[src/rtl/clk_rx_monitor_pkg.sv]
// Shared types for the clock receive monitor: FSM states, error codes and a
// small distance helper used by the period/duty checks.
package clk_rx_mon_pkg;

  typedef enum logic [1:0] {
    IDLE    = 2'd0,
    ACQUIRE = 2'd1,
    LOCKED  = 2'd2,
    FAULT   = 2'd3
  } mon_state_e;

  localparam logic [7:0] ERR_NONE    = 8'h00;
  localparam logic [7:0] ERR_MISSING = 8'h01;
  localparam logic [7:0] ERR_PERIOD  = 8'h02;
  localparam logic [7:0] ERR_DUTY    = 8'h03;
  localparam logic [7:0] ERR_CFG     = 8'h04;

  function automatic logic [15:0] abs_diff(input logic [15:0] a, input logic [15:0] b);
    return (a > b) ? (a - b) : (b - a);
  endfunction

endpackage

[src/rtl/clk_edge_sync.sv]
// Two-flop synchronizer for an asynchronous clock-as-data input, plus a delay
// flop giving a one-cycle rising-edge pulse and the delayed level.
module clk_edge_sync (
  input  logic clk,
  input  logic rst,
  input  logic async_in,
  output logic level,
  output logic rise
);

  logic meta_q, meta_d;
  logic s1_q, s1_d;
  logic s2_q, s2_d;

  always_comb begin
    meta_d = async_in;
    s1_d   = meta_q;
    s2_d   = s1_q;
  end

  always_ff @(posedge clk) begin
    if (rst) begin
      meta_q <= 1'b0;
      s1_q   <= 1'b0;
      s2_q   <= 1'b0;
    end else begin
      meta_q <= meta_d;
      s1_q   <= s1_d;
      s2_q   <= s2_d;
    end
  end

  assign rise  = s1_q & ~s2_q;
  assign level = s2_q;

endmodule

[src/rtl/clk_rx_monitor.sv]
// Receive-side monitor for one distributed clock: measures period/high time in
// ref_clk cycles, runs lock/fault FSM. Define CLK_RX_MON_JITTER_EN for min/max tracking.
module clk_rx_monitor
  import clk_rx_mon_pkg::*;
#(
  parameter int CNT_W       = 8,
  parameter int LOCK_CYCLES = 4,
  parameter int TOL         = 1,
  parameter int TIMEOUT     = 64
) (
  input  logic             ref_clk,
  input  logic             rst,
  input  logic             mon_enable,
  input  logic             mon_clk_in,
  input  logic [3:0]       cfg_div_ratio,
  input  logic             mon_clear,
  output logic             clk_valid,
  output logic             clk_stable,
  output logic [CNT_W-1:0] period_meas,
  output logic [CNT_W-1:0] high_meas,
  output logic [7:0]       error_code,
  output logic [CNT_W-1:0] period_min,
  output logic [CNT_W-1:0] period_max
);

  localparam int GC_W = $clog2(LOCK_CYCLES + 1);
  localparam logic [CNT_W-1:0] CNT_MAX  = '1;
  localparam logic [CNT_W-1:0] TO_VAL   = CNT_W'(TIMEOUT);
  localparam logic [GC_W-1:0]  LOCK_VAL = GC_W'(LOCK_CYCLES);

  mon_state_e       state_q, state_d;
  logic [3:0]       cfg_q, cfg_d;
  logic             armed_q, armed_d;
  logic [GC_W-1:0]  good_q, good_d;
  logic [CNT_W-1:0] per_q, per_d, hi_q, hi_d;
  logic [CNT_W-1:0] pm_q, pm_d, hm_q, hm_d;
  logic [7:0]       err_q, err_d;

  logic             rise, lvl, restart;
  logic             cfg_chg, cfg_bad, per_to, per_ok, duty_ok;
  logic [CNT_W-1:0] per_inc, hi_inc;

  clk_edge_sync u_sync (
    .clk      (ref_clk),
    .rst      (rst),
    .async_in (mon_clk_in),
    .level    (lvl),
    .rise     (rise)
  );

  // Checks look at the values being latched on this rise, not the stale ones.
  assign per_inc = (per_q == CNT_MAX) ? per_q : per_q + 1'b1;
  assign hi_inc  = (hi_q  == CNT_MAX) ? hi_q  : hi_q  + 1'b1;
  assign cfg_chg = (cfg_div_ratio != cfg_q);
  assign cfg_bad = (cfg_q < 4'd2);
  assign per_to  = (per_q == TO_VAL);
  assign per_ok  = abs_diff(16'(per_inc), 16'(cfg_q)) <= 16'(TOL);
  assign duty_ok = abs_diff(16'(hi_q), 16'(cfg_q >> 1)) <= 16'(TOL);

  always_comb begin
    state_d = state_q;
    armed_d = armed_q;
    good_d  = good_q;
    err_d   = err_q;
    restart = 1'b0;
    case (state_q)
      IDLE: if (mon_enable) restart = 1'b1;
      ACQUIRE: begin
        if (cfg_chg) restart = 1'b1;
        else if (cfg_bad) err_d = ERR_CFG;
        else if (per_to) begin
          state_d = FAULT;
          err_d   = ERR_MISSING;
        end else begin
          err_d = ERR_NONE;
          if (rise) begin
            if (!armed_q) armed_d = 1'b1;
            else if (per_ok && duty_ok) begin
              good_d = good_q + 1'b1;
              if (good_d == LOCK_VAL) state_d = LOCKED;
            end else good_d = '0;
          end
        end
      end
      LOCKED: begin
        if (cfg_chg) restart = 1'b1;
        else if (per_to) begin
          state_d = FAULT;
          err_d   = ERR_MISSING;
        end else if (rise && !per_ok) begin
          state_d = FAULT;
          err_d   = ERR_PERIOD;
        end else if (rise && !duty_ok) begin
          state_d = FAULT;
          err_d   = ERR_DUTY;
        end
      end
      FAULT: ;
      default: state_d = IDLE;
    endcase
    // A clear wins over a fault detected in the same cycle.
    if (mon_clear && (state_q == FAULT || state_d == FAULT)) begin
      restart = 1'b1;
      err_d   = ERR_NONE;
    end
    if (restart) begin
      state_d = ACQUIRE;
      armed_d = 1'b0;
      good_d  = '0;
    end
    if (!mon_enable) begin
      state_d = IDLE;
      err_d   = ERR_NONE;
      armed_d = 1'b0;
      good_d  = '0;
    end
  end

  always_comb begin
    cfg_d = cfg_div_ratio;
    per_d = per_inc;
    hi_d  = lvl ? hi_inc : hi_q;
    pm_d  = pm_q;
    hm_d  = hm_q;
    if (rise && state_q != IDLE) begin
      pm_d  = per_inc;
      hm_d  = hi_q;
      per_d = '0;
      hi_d  = '0;
    end
    // Restarting acquisition also restarts the missing-edge window.
    if (state_q == IDLE || restart) begin
      per_d = '0;
      hi_d  = '0;
    end
  end

  always_ff @(posedge ref_clk) begin
    if (rst) begin
      state_q <= IDLE;
      cfg_q   <= '0;
      armed_q <= 1'b0;
      good_q  <= '0;
      per_q   <= '0;
      hi_q    <= '0;
      pm_q    <= '0;
      hm_q    <= '0;
      err_q   <= ERR_NONE;
    end else begin
      state_q <= state_d;
      cfg_q   <= cfg_d;
      armed_q <= armed_d;
      good_q  <= good_d;
      per_q   <= per_d;
      hi_q    <= hi_d;
      pm_q    <= pm_d;
      hm_q    <= hm_d;
      err_q   <= err_d;
    end
  end

`ifdef CLK_RX_MON_JITTER_EN
  logic [CNT_W-1:0] pmin_q, pmin_d, pmax_q, pmax_d;
  logic             chk_rise;

  assign chk_rise = rise && armed_q && (state_q == ACQUIRE || state_q == LOCKED);

  always_comb begin
    pmin_d = pmin_q;
    pmax_d = pmax_q;
    if (chk_rise) begin
      if (per_inc < pmin_q) pmin_d = per_inc;
      if (per_inc > pmax_q) pmax_d = per_inc;
    end
    if (mon_clear || (state_d == IDLE && state_q != IDLE)) begin
      pmin_d = '1;
      pmax_d = '0;
    end
  end

  always_ff @(posedge ref_clk) begin
    if (rst) begin
      pmin_q <= '1;
      pmax_q <= '0;
    end else begin
      pmin_q <= pmin_d;
      pmax_q <= pmax_d;
    end
  end

  assign period_min = pmin_q;
  assign period_max = pmax_q;
`else
  assign period_min = '0;
  assign period_max = '0;
`endif

  assign clk_valid   = (state_q != IDLE);
  assign clk_stable  = (state_q == LOCKED);
  assign period_meas = pm_q;
  assign high_meas   = hm_q;
  assign error_code  = err_q;

endmodule

[config.mk]
export PLATFORM = sky130hd
export DESIGN_NAME = clk_rx_monitor
export DESIGN_NICKNAME = d
export VERILOG_FILES = /design/src/rtl/clk_rx_monitor_pkg.sv /design/src/rtl/clk_edge_sync.sv /design/src/rtl/clk_rx_monitor.sv
export SDC_FILE = /design/constraint.sdc
export NUM_CORES = 1
export LEC_CHECK = 0
export ABC_AREA = 1
export BUFFER_PORTS_ARGS = -buffer_cell sky130_fd_sc_hd__buf_4
export CELL_PAD_IN_SITES_DETAIL_PLACEMENT = 0
export CELL_PAD_IN_SITES_GLOBAL_PLACEMENT = 2
export CORE_UTILIZATION = 35
export CTS_CLUSTER_SIZE = 40
export DETAILED_ROUTE_END_ITERATION = 6
export PLACE_DENSITY_LB_ADDON = 0.08
export SYNTH_ARGS = -nofsm -noshare
export SYNTH_HDL_FRONTEND = slang
export SYNTH_SLANG_ARGS = --single-unit
export TNS_END_PERCENT = 10
[constraint.sdc]
create_clock -name ref_clk -period 5.9 [get_ports ref_clk]
set_input_delay 0.59 -clock ref_clk [delete_from_list [all_inputs] [get_ports ref_clk]]
set_output_delay 0.59 -clock ref_clk [all_outputs]
set_load 0.005 [all_outputs]
==> metrics.yaml, run 1 <==
clocking:
  clockBufferDepth: 2
  numCtsBuffers: 5
  post_cts_resized: 0
  cts_max_level: 2
  cts_root_buffer: "clkbuf_8"
  clkTransAtPathRegs_ns: 0.10
  cts_hold_buf: 0
  cts_tree: "yes"
  cts.sinks: 48
  clock_latency_ns: 0.30
  cts_setup_buffers: 0
sta:
  finalHoldViolations: 0
  slew_headroom_pct: 26.86
  skew_ns: 0.008452
  fin_crit_sh_pct: 69.99
  period_minus_slack_ns: 4.129
  setup_tns_ns: 0
  tightest_slew_ns: 1.096
  final.setup.worst_slack_ns: 1.771
  fmax_mhz: 242.2
  setup_viol: 0
  finalMaxSlewViolations: 0
  rsz0062_at_grt: "no"
setup_path:
  start_kind: "register"
  slowest_stage: "xor2_1"
  crit_arrival_ns: 4.36
  max_stage_delay_ns: 0.46
  regToRegStartpoint: "per_q[0]"
  endpoint_kind: "register"
  critPathKind: "register to register"
  crit_start: "per_q[0]"
  cp.required_ns: 6.13
  path_max_fanout: 16
  cp_num_buf_inv: 3
  crit_family: "simple AND/OR/NAND/NOR gates"
run_status:
  status: "completed"
global_route:
  grt_max_degree: 33
  grt_pass1_wl_um: 14060
  antenna_found_initial: 0
  overflow: 0
  track_usage_pct: 15.95
  grt_pass1_vias: 2922
layout:
  drive_above_1_share_pct: 17.11
  final_util_pct: 40.37
  num_antenna_cells: 0
  post-route-cell-area_um2: 4019
  syn_to_final_growth_pct: 10.26
  final_cells: 665
  fin_nets: 568
floorplan:
  dieArea_um2: 10830
  initial_core_util_pct: 36.61
  rows: 36
  die_h_um: 104.0
  num_io_pins: 51
  fp.coreArea_um2: 9955
  die_width_um: 104.0
synth:
  ys_ff_latch: 48
  synth_area_um2: 3645
  yosysTopAreaCellShare_pct: 26.36
  ys_seq_area_share_pct: 26.36
  syn_inst: 506
  syn_area_per_cell_um2: 7.203
  yosysUniqueCellTypes: 41
  synthFlopType: "dfxtp_1"
  synth_edf_count: 0
  ys_warn_count: 0
  ys_top_cells_by_area: "dfxtp_1, inv_1, ha_1"
  synthArstFlopShare_pct: 0
  yosys.area.top_type: "dfxtp_1"
placement:
  hpwl_um: 6744
  placedCellCount: 657
  pre_cts_slack_ns: 1.723
  place_congestion: 0.8576
  postPlaceCellArea_um2: 3881
  io_buffers: 29
power:
  vdd_ir_drop_max_mv: 0.1037
  p_per_area_nw_per_um2: 188.6
  p_leak_nw: 1.932
routing:
  route.vias.total: 2980
  wl_um: 8110
  firstDrtPassIters: 4
  drcViolationCount: 0
  vias_per_cell: 4.481
  wl_per_cell_um: 12.20
  drtIter0Drc: 68
  ant_nets: 0
worst_hold_path:
  hp-class: "register to register"
  hp-start: "u_sync.meta_q"
flow_run:
  maxCapViolCount: 0
[kinds of logic (layout without fill, tap and decap cells)]
logic type               count (synthesis)  count (layout)  share of synthesized area, %
flip-flops                              48              48                         26.36
XOR/XNOR                                22              22                         5.287
AO/OA/AOI/OAI                           53              53                         8.411
other                                    1              21                        0.1029
buffers and inverters                  117             123                         15.07
AND/OR/NAND/NOR                        235             235                         33.75
multiplexers                             2               2                        0.5836
adder cells (fa/ha/maj)                 28              28                         10.44
[where the power goes]
part / internal (mW) / leakage [nW] / total (mW) / switching, mW
registers: 0.330 / 0.389 / 0.336 / 0.00621
clock network: 0.171 / 0.0687 / 0.290 / 0.119
logic: 0.0487 / 1.47 / 0.133 / 0.0839
total: 0.549 / 1.93 / 0.758 / 0.209
[final timing paths]
path,endpoint,slack [ns],depth (start not counted)
hold reg to reg,u_sync.s1_q,0.41,2
setup reg to reg,hi_q[4],1.77,25
setup / recovery,hi_q[4],1.77,25
hold / removal,u_sync.s1_q,0.41,2
[sequential cells by signal, indices dropped and copies added (netlist names), 2 cells and up]
register	count
state_q	2
error_code	3
good_q	3
high_meas	8
per_q	8
cfg_q	4
hi_q	8
period_meas	8
[through the flow]
step	hold WS [ns]	power, mW
final	0.4082	0.7581
after global routing	0.4191	0.8016
after CTS	0.4118	0.7705
after detailed placement	0.3960	0.4772
after global placement	0.3952	0.4790
after floorplan	0.3883	0.4547
[layout make-up]
class / count / area, um2
clock inverter: 3 / 68.82
tap: 133 / 166.4
clock buffer: 5 / 68.82
fill: 1073 / 5936
timing repair buffer: 29 / 217.7
multi-input combinational: 361 / 2212
inverter: 86 / 324.1
sequential: 48 / 960.9
[cell usage after synthesis (2+ instances only)]
cell      instances
o21ai_0          16
nor2_1           54
nor2_4           11
nor3_1            9
nand3_2           6
o211ai_1          6
xnor2_1           4
nand2_2          13
nand2_1          80
inv_2             3
a21oi_1          26
and3_1            2
nand3_4           3
buf_2             3
inv_1            81
nor2_2            7
nor4_1            2
nand2_4           4
fa_1              4
dfxtp_1          48
ha_1             24
nand3_1          32
xor2_1           18
nand4_1           9
buf_4            21
clkbuf_1          5
[layer usage]
metal	vias up	global-route usage, %	share of wire (%)
li1	1600	-	-
met1	1328	21.48	49
met2	44	26.81	48
met3	8	1.942	2.3
met4	0	4.184	1.2
met5	-	0	0
[layout by cell type (no fill, tap or decap), drive strengths merged, types with 4 or more instances in the layout]
cell | Yosys | final
ha | 24 | 24
dfxtp | 48 | 48
a21oi | 27 | 27
conb | 1 | 21
nand2 | 97 | 97
nand3 | 41 | 41
clkbuf | 6 | 5
nand4 | 9 | 9
buf | 25 | 29
xnor2 | 4 | 4
nor2 | 73 | 73
fa | 4 | 4
xor2 | 18 | 18
inv | 84 | 85
o21ai | 17 | 17
o211ai | 6 | 6
nor3 | 9 | 9
[worst reg2reg max path: cells and delay by family (launching register included)]
family | cells | cell delay, ns
buf+inv | 3 | 0.24
compound gates | 1 | 0.33
fa+ha+maj | 3 | 0.87
xor+xnor | 1 | 0.46
simple gates | 17 | 1.82
flops | 1 | 0.36
Power figures use the tool's default switching activity.
==> run 2: changes to the inputs <==
--- a/config.mk
+++ b/config.mk
@@ -9,7 +9,7 @@
 export BUFFER_PORTS_ARGS = -buffer_cell sky130_fd_sc_hd__buf_4
 export CELL_PAD_IN_SITES_DETAIL_PLACEMENT = 0
 export CELL_PAD_IN_SITES_GLOBAL_PLACEMENT = 2
-export CORE_UTILIZATION = 35
+export CORE_UTILIZATION = 33
 export CTS_CLUSTER_SIZE = 40
 export DETAILED_ROUTE_END_ITERATION = 6
 export PLACE_DENSITY_LB_ADDON = 0.08
==> constraint.sdc (replaced) <==
create_clock -name ref_clk -period 4 [get_ports ref_clk]
set_input_delay 0.4 -clock ref_clk [delete_from_list [all_inputs] [get_ports ref_clk]]
set_output_delay 0.4 -clock ref_clk [all_outputs]
set_load 0.005 [all_outputs]
==> run 2 against run 1 <==
Worst hold slack worse by 0.12 ns. Critical path depth is 2 higher. Clock power is 6.9% higher. Clock skew is 0.0051 ns higher. Combinational power is 61% higher. Cell count is 3.6% higher. Largest cell class unchanged. Sequential power is 47% higher. Critical endpoint is now hi_q[5].
==> metrics.yaml, run 2 (synthesis results as in run 1) <==
layout:
  n_fill_cell: 1169
  syn_to_final_growth_pct: 14.80
  layout_commonest_cell: "nand2_1"
  fin_nets: 586
  post-route-cell-area_um2: 4184
  num_antenna_cells: 0
  drive_above_1_share_pct: 22.04
  final_cell_mix: "nand2_1, inv_1, nor2_1, dfxtp_1, buf_4"
routing:
  firstDrtPassIters: 5
  route.vias.total: 3077
  wl_um: 8602
  drtIter0Drc: 128
  drcViolationCount: 0
  wl_per_cell_um: 12.48
  ant_nets: 0
  vias_per_cell: 4.466
floorplan:
  num_io_pins: 51
  dieArea_um2: 11470
  die_width_um: 107.1
  die_h_um: 107.1
  initial_core_util_pct: 33.77
  fp.coreArea_um2: 10790
  rows: 38
setup_path:
  reg2reg_to: "hi_q[5]"
  cp.required_ns: 4.25
  path_max_fanout: 8
  crit_start: "per_q[0]"
  start_kind: "register"
  max_stage_delay_ns: 0.42
  slowest_stage: "fa_1"
  regToRegStartpoint: "per_q[0]"
  crit_arrival_ns: 3.85
  critPathKind: "register to register"
  endpoint_kind: "register"
  worstRegToRegCells: 27
  r2r_slack_ns: 0.40
global_route:
  antenna_found_initial: 0
  grt_max_degree: 33
  grt_pass1_vias: 2925
  grt_pass1_wl_um: 14140
  track_usage_pct: 15.74
  overflow: 0
clocking:
  cts_max_level: 2
  clock_latency_ns: 0.31
  cts_hold_buf: 0
  cts.sinks: 48
  numCtsBuffers: 5
  cts_tree: "yes"
  clkTransAtPathRegs_ns: 0.10
  cts_root_buffer: "clkbuf_8"
  clockBufferDepth: 2
power:
  p_per_area_nw_per_um2: 243.1
  vdd_ir_drop_max_mv: 0.1085
  p_leak_nw: 2.014
sta:
  worst_hold_slack_ns: 0.2864
  final.setup.worst_slack_ns: 0.3953
  finalHoldViolations: 0
  slew_headroom_pct: 28.71
  period_minus_slack_ns: 3.605
  fin_crit_sh_pct: 90.12
  finalMaxSlewViolations: 0
  skew_ns: 0.01357
  tightest_slew_ns: 1.068
  setup_viol: 0
  fmax_mhz: 277.4
placement:
  io_buffers: 29
  hpwl_um: 7094
  postPlaceCellArea_um2: 3978
  pre_cts_slack_ns: 0.06315
  place_congestion: 0.8078
worst_hold_path:
  hp-class: "input pin to register"
  hp-start: "mon_clk_in"
  hold_path_end: "u_sync.meta_q"
  hold_depth: 3
flow_run:
  maxCapViolCount: 0
run_status:
  status: "completed"
## run 2: area by class of cell
| type | instances | area, um2 | area share, % |
|---|---|---|---|
| inverter | 86 | 324.1 | 7.745 |
| multi-input combinational | 361 | 2247 | 53.71 |
| clock buffer | 6 | 82.58 | 1.974 |
| timing repair buffer | 47 | 382.9 | 9.151 |
| sequential | 48 | 963.4 | 23.03 |
| clock inverter | 1 | 8.758 | 0.2093 |
| tap | 140 | 175.2 | 4.187 |
## run 2: layer usage
layer | vias up | track usage [%] | share of wire, %
met2 | 36 | 27.00 | 48
met4 | 0 | 4.697 | 1.5
met1 | 1406 | 20.54 | 48
li1 | 1623 | - | -
met3 | 12 | 1.884 | 1.8
met5 | - | 0 | 0
## run 2: report_power, final
part / switching [mW] / total (mW) / internal, mW
logic: 0.130 / 0.214 / 0.0838
registers: 0.00657 / 0.493 / 0.486
clock network: 0.172 / 0.310 / 0.138
total: 0.309 / 1.02 / 0.708
## run 2: how the worst max path moves through the flow
stage / endpoint
after floorplan: per_q[6]
after global placement: per_q[7]
after detailed placement: per_q[7]
after CTS: per_q[7]
after global routing: per_q[3]
final: hi_q[5]
## run 2: through the flow
stage               power, mW  cells  utilization [%]  TNS [ns]
floorplan              0.6706    526                -         0
global placement       0.7144    674            36.85         0
detailed placement     0.7114    674            36.85         0
CTS                     1.029    681            37.70         0
global route            1.084    689            38.77  -0.06399
finish                  1.017    689            38.77         0
## run 2: worst max-delay path: cells and delay by family (launching register included)
kind | cells | cell delay (ns)
adder cells (fa/ha/maj) | 3 | 0.83
flip-flops | 1 | 0.35
AND/OR/NAND/NOR | 17 | 1.46
buffers and inverters | 4 | 0.49
XOR/XNOR | 2 | 0.25
AO/OA/AOI/OAI | 1 | 0.18
## run 2: repair_timing
action,CTS,global route
gates resized for setup,0,13
setup buffers,0,7
endpoints found under the setup margin,0,25
==> run 3: changes to the inputs <==
--- a/config.mk
+++ b/config.mk
@@ -5,11 +5,10 @@
 export SDC_FILE = /design/constraint.sdc
 export NUM_CORES = 1
 export LEC_CHECK = 0
-export ABC_AREA = 1
 export BUFFER_PORTS_ARGS = -buffer_cell sky130_fd_sc_hd__buf_4
 export CELL_PAD_IN_SITES_DETAIL_PLACEMENT = 0
 export CELL_PAD_IN_SITES_GLOBAL_PLACEMENT = 2
-export CORE_UTILIZATION = 33
+export CORE_UTILIZATION = 34
 export CTS_CLUSTER_SIZE = 40
 export DETAILED_ROUTE_END_ITERATION = 6
 export PLACE_DENSITY_LB_ADDON = 0.08
==> run 3 against run 2 <==
Die area shrank 8.4%. Via count grew 3.2%. Combinational power about the same. Synthesized cell count down 14%. Core utilization rose by 6.0 points. Sequential power decreased by 1%. Clock skew shrank 0.0081 ns. Global-route usage rose by 4.3 points. Critical path depth is 7 lower. Non-clock buffer count rose by 22. Largest cell class unchanged. Largest power group unchanged.
==> metrics.yaml, run 3 <==
run_status:
  status: "completed"
sta:
  finalMaxSlewViolations: 0
  setup_viol: 0
  final.setup.worst_slack_ns: 0.1333
  tightest_slew_ns: 1.314
  period_minus_slack_ns: 3.867
  finalHoldViolations: 0
  slew_headroom_pct: 12.41
  fin_crit_sh_pct: 96.67
  skew_ns: 0.005427
  fmax_mhz: 258.6
routing:
  routed.top_layer: "met4"
  route.vias.total: 3177
  routed-wl-met2_um: 4694
  vias_per_cell: 5.075
  wl_per_cell_um: 15.83
  firstDrtPassIters: 4
  wl_met3_um: 236
  wl_met1_um: 4833
  wl_um: 9909
  ant_nets: 0
  drtIter0Drc: 132
  drcViolationCount: 0
power:
  p_leak_nw: 1.711
  pwr-share-clk_pct: 33.8
  switching_share_pct: 28.53
  comb_power_share_pct: 20.2
  seqPwrFrac_pct: 46.0
  total_power_mw: 1.061
  vdd_ir_drop_max_mv: 0.1598
  p_sw_uw: 302.7
  p_per_area_nw_per_um2: 242.5
  internal_power_uw: 758.5
setup_path:
  max_stage_delay_ns: 0.43
  cp.required_ns: 4.21
  crit_family: "simple AND/OR/NAND/NOR gates"
  crit_arrival_ns: 4.08
  path_max_fanout: 7
  endpoint_kind: "register"
  start_kind: "register"
  critPathKind: "register to register"
  slowest_stage: "a2111oi_4"
  cp_num_buf_inv: 4
  path_cells: "ha_4 > and4_4 > nand2_4 > and2_4 > nand3_2 > xor2_2 > inv_2 > ha_4 > and4_1 > or2_4 > or2_4 > nand2_2 > a2111oi_4 > buf_4 > o2111ai_2 > buf_4 > o21ai_4 > a41oi_4 > buf_6 > nor4b_2"
clocking:
  clkTransAtPathRegs_ns: 0.09
  cts.sinks: 48
  numCtsBuffers: 5
  cts_max_level: 2
  clock_latency_ns: 0.30
  cts_tree: "yes"
  cts_hold_buf: 0
  clockBufferDepth: 2
  cts_root_buffer: "clkbuf_8"
floorplan:
  dieArea_um2: 10510
  die_width_um: 102.5
  fp.coreArea_um2: 9774
  initial_core_util_pct: 35.15
  rows: 36
  num_io_pins: 51
  die_h_um: 102.5
synth:
  yosysUniqueCellTypes: 66
  synthFlopType: "dfxtp_1"
  yosysMostFrequentCell: "dfxtp_1"
  synthArstFlopShare_pct: 0
  ys_top_cells_by_count: "dfxtp_1, nand2_1, a21oi_1, inv_1, nor2_1"
  ys_warn_count: 0
  yosysTopAreaCellShare_pct: 27.97
  ys_ff_latch: 48
  synth_edf_count: 0
  syn_area_per_cell_um2: 7.917
  yosys.area.top_type: "dfxtp_1"
  synth_area_um2: 3436
  ys_seq_area_share_pct: 27.97
  syn_inst: 434
  ys_top_cells_by_area: "dfxtp_1, ha_1, buf_4"
placement:
  pre_cts_slack_ns: -0.1623
  place_congestion: 0.8370
  placedCellCount: 610
  hpwl_um: 7465
  io_buffers: 29
layout:
  layout_commonest_cell: "buf_4"
  num_antenna_cells: 0
  n_fill_cell: 1022
  drive_above_1_share_pct: 29.01
  syn_to_final_growth_pct: 27.39
  final_cell_mix: "buf_4, dfxtp_1, nand2_1, a21oi_1, nor2_1"
  fin_nets: 529
  final_cells: 626
global_route:
  grt_max_degree: 26
  overflow: 0
  track_usage_pct: 20.08
  grt_pass1_wl_um: 15950
  antenna_found_initial: 0
  grt_pass1_vias: 3082
worst_hold_path:
  hp-class: "input pin to register"
flow_run:
  maxCapViolCount: 0
run 3: cell type report:
class / count / area (um2) / share of cell area [%]
clock buffers: 5 / 68.82 / 1.572
clock inverters: 3 / 42.54 / 0.9720
inverters: 26 / 97.59 / 2.230
multi-input cells: 342 / 2505 / 57.23
flip-flops and latches: 48 / 963.4 / 22.01
well taps: 133 / 166.4 / 3.802
repair buffers: 69 / 533.0 / 12.18
run 3: final timing paths:
path	startpoint	endpoint	slack [ns]	cells past startpoint
worst min register to register	u_sync.meta_q	u_sync.s1_q	0.45	1
worst min-delay path	mon_clk_in	u_sync.meta_q	0.30	2
worst max register to register	per_q[0]	per_q[7]	0.13	20
worst max-delay path	per_q[0]	per_q[7]	0.13	20
run 3: timing repair:
item / CTS / global route
gates resized for setup: 27 / 40
setup buffers: 4 / 3
endpoints found under the hold margin: 0 / 0
setup endpoints to repair: 25 / 25
gates cloned: 2 / 0
pin swaps: 10 / 21
run 3: cell families after synthesis:
family / share of synthesized area [%]
DFF: 27.97
other: 0.1091
buffers and inverters: 9.614
muxes: 0.3277
adders and majority gates: 11.07
AOI/OAI and AO/OA: 19.74
and+or+nand+nor: 26.84
xor gates and xnor gates: 4.333
run 3: through the flow:
stage	util (%)	hold WS, ns	setup TNS [ns]	area (um2)
2_1_floorplan	-	0.4138	0	3521
3_3_place_gp	40.03	0.4248	-1.429	3913
3_5_place_dp	40.03	0.4294	-2.821	3913
4_1_cts	42.83	0.2875	0	4187
5_1_grt	44.78	0.3190	-0.1004	4377
6_report	44.78	0.3009	0	4377
run 3: power groups by stage:
stage / logic [mW] / clock network (mW) / registers, mW
2_1_floorplan: 0.131 / 0 / 0.499
3_3_place_gp: 0.178 / 0 / 0.499
3_5_place_dp: 0.177 / 0 / 0.499
4_1_cts: 0.196 / 0.376 / 0.488
5_1_grt: 0.237 / 0.394 / 0.489
6_report: 0.214 / 0.359 / 0.488
run 3: per-layer routing:
metal,up-vias,global-route usage [%]
met4,0,4.835
met1,1510,27.52
met3,10,2.576
met5,-,0
li1,1604,-
met2,53,33.44
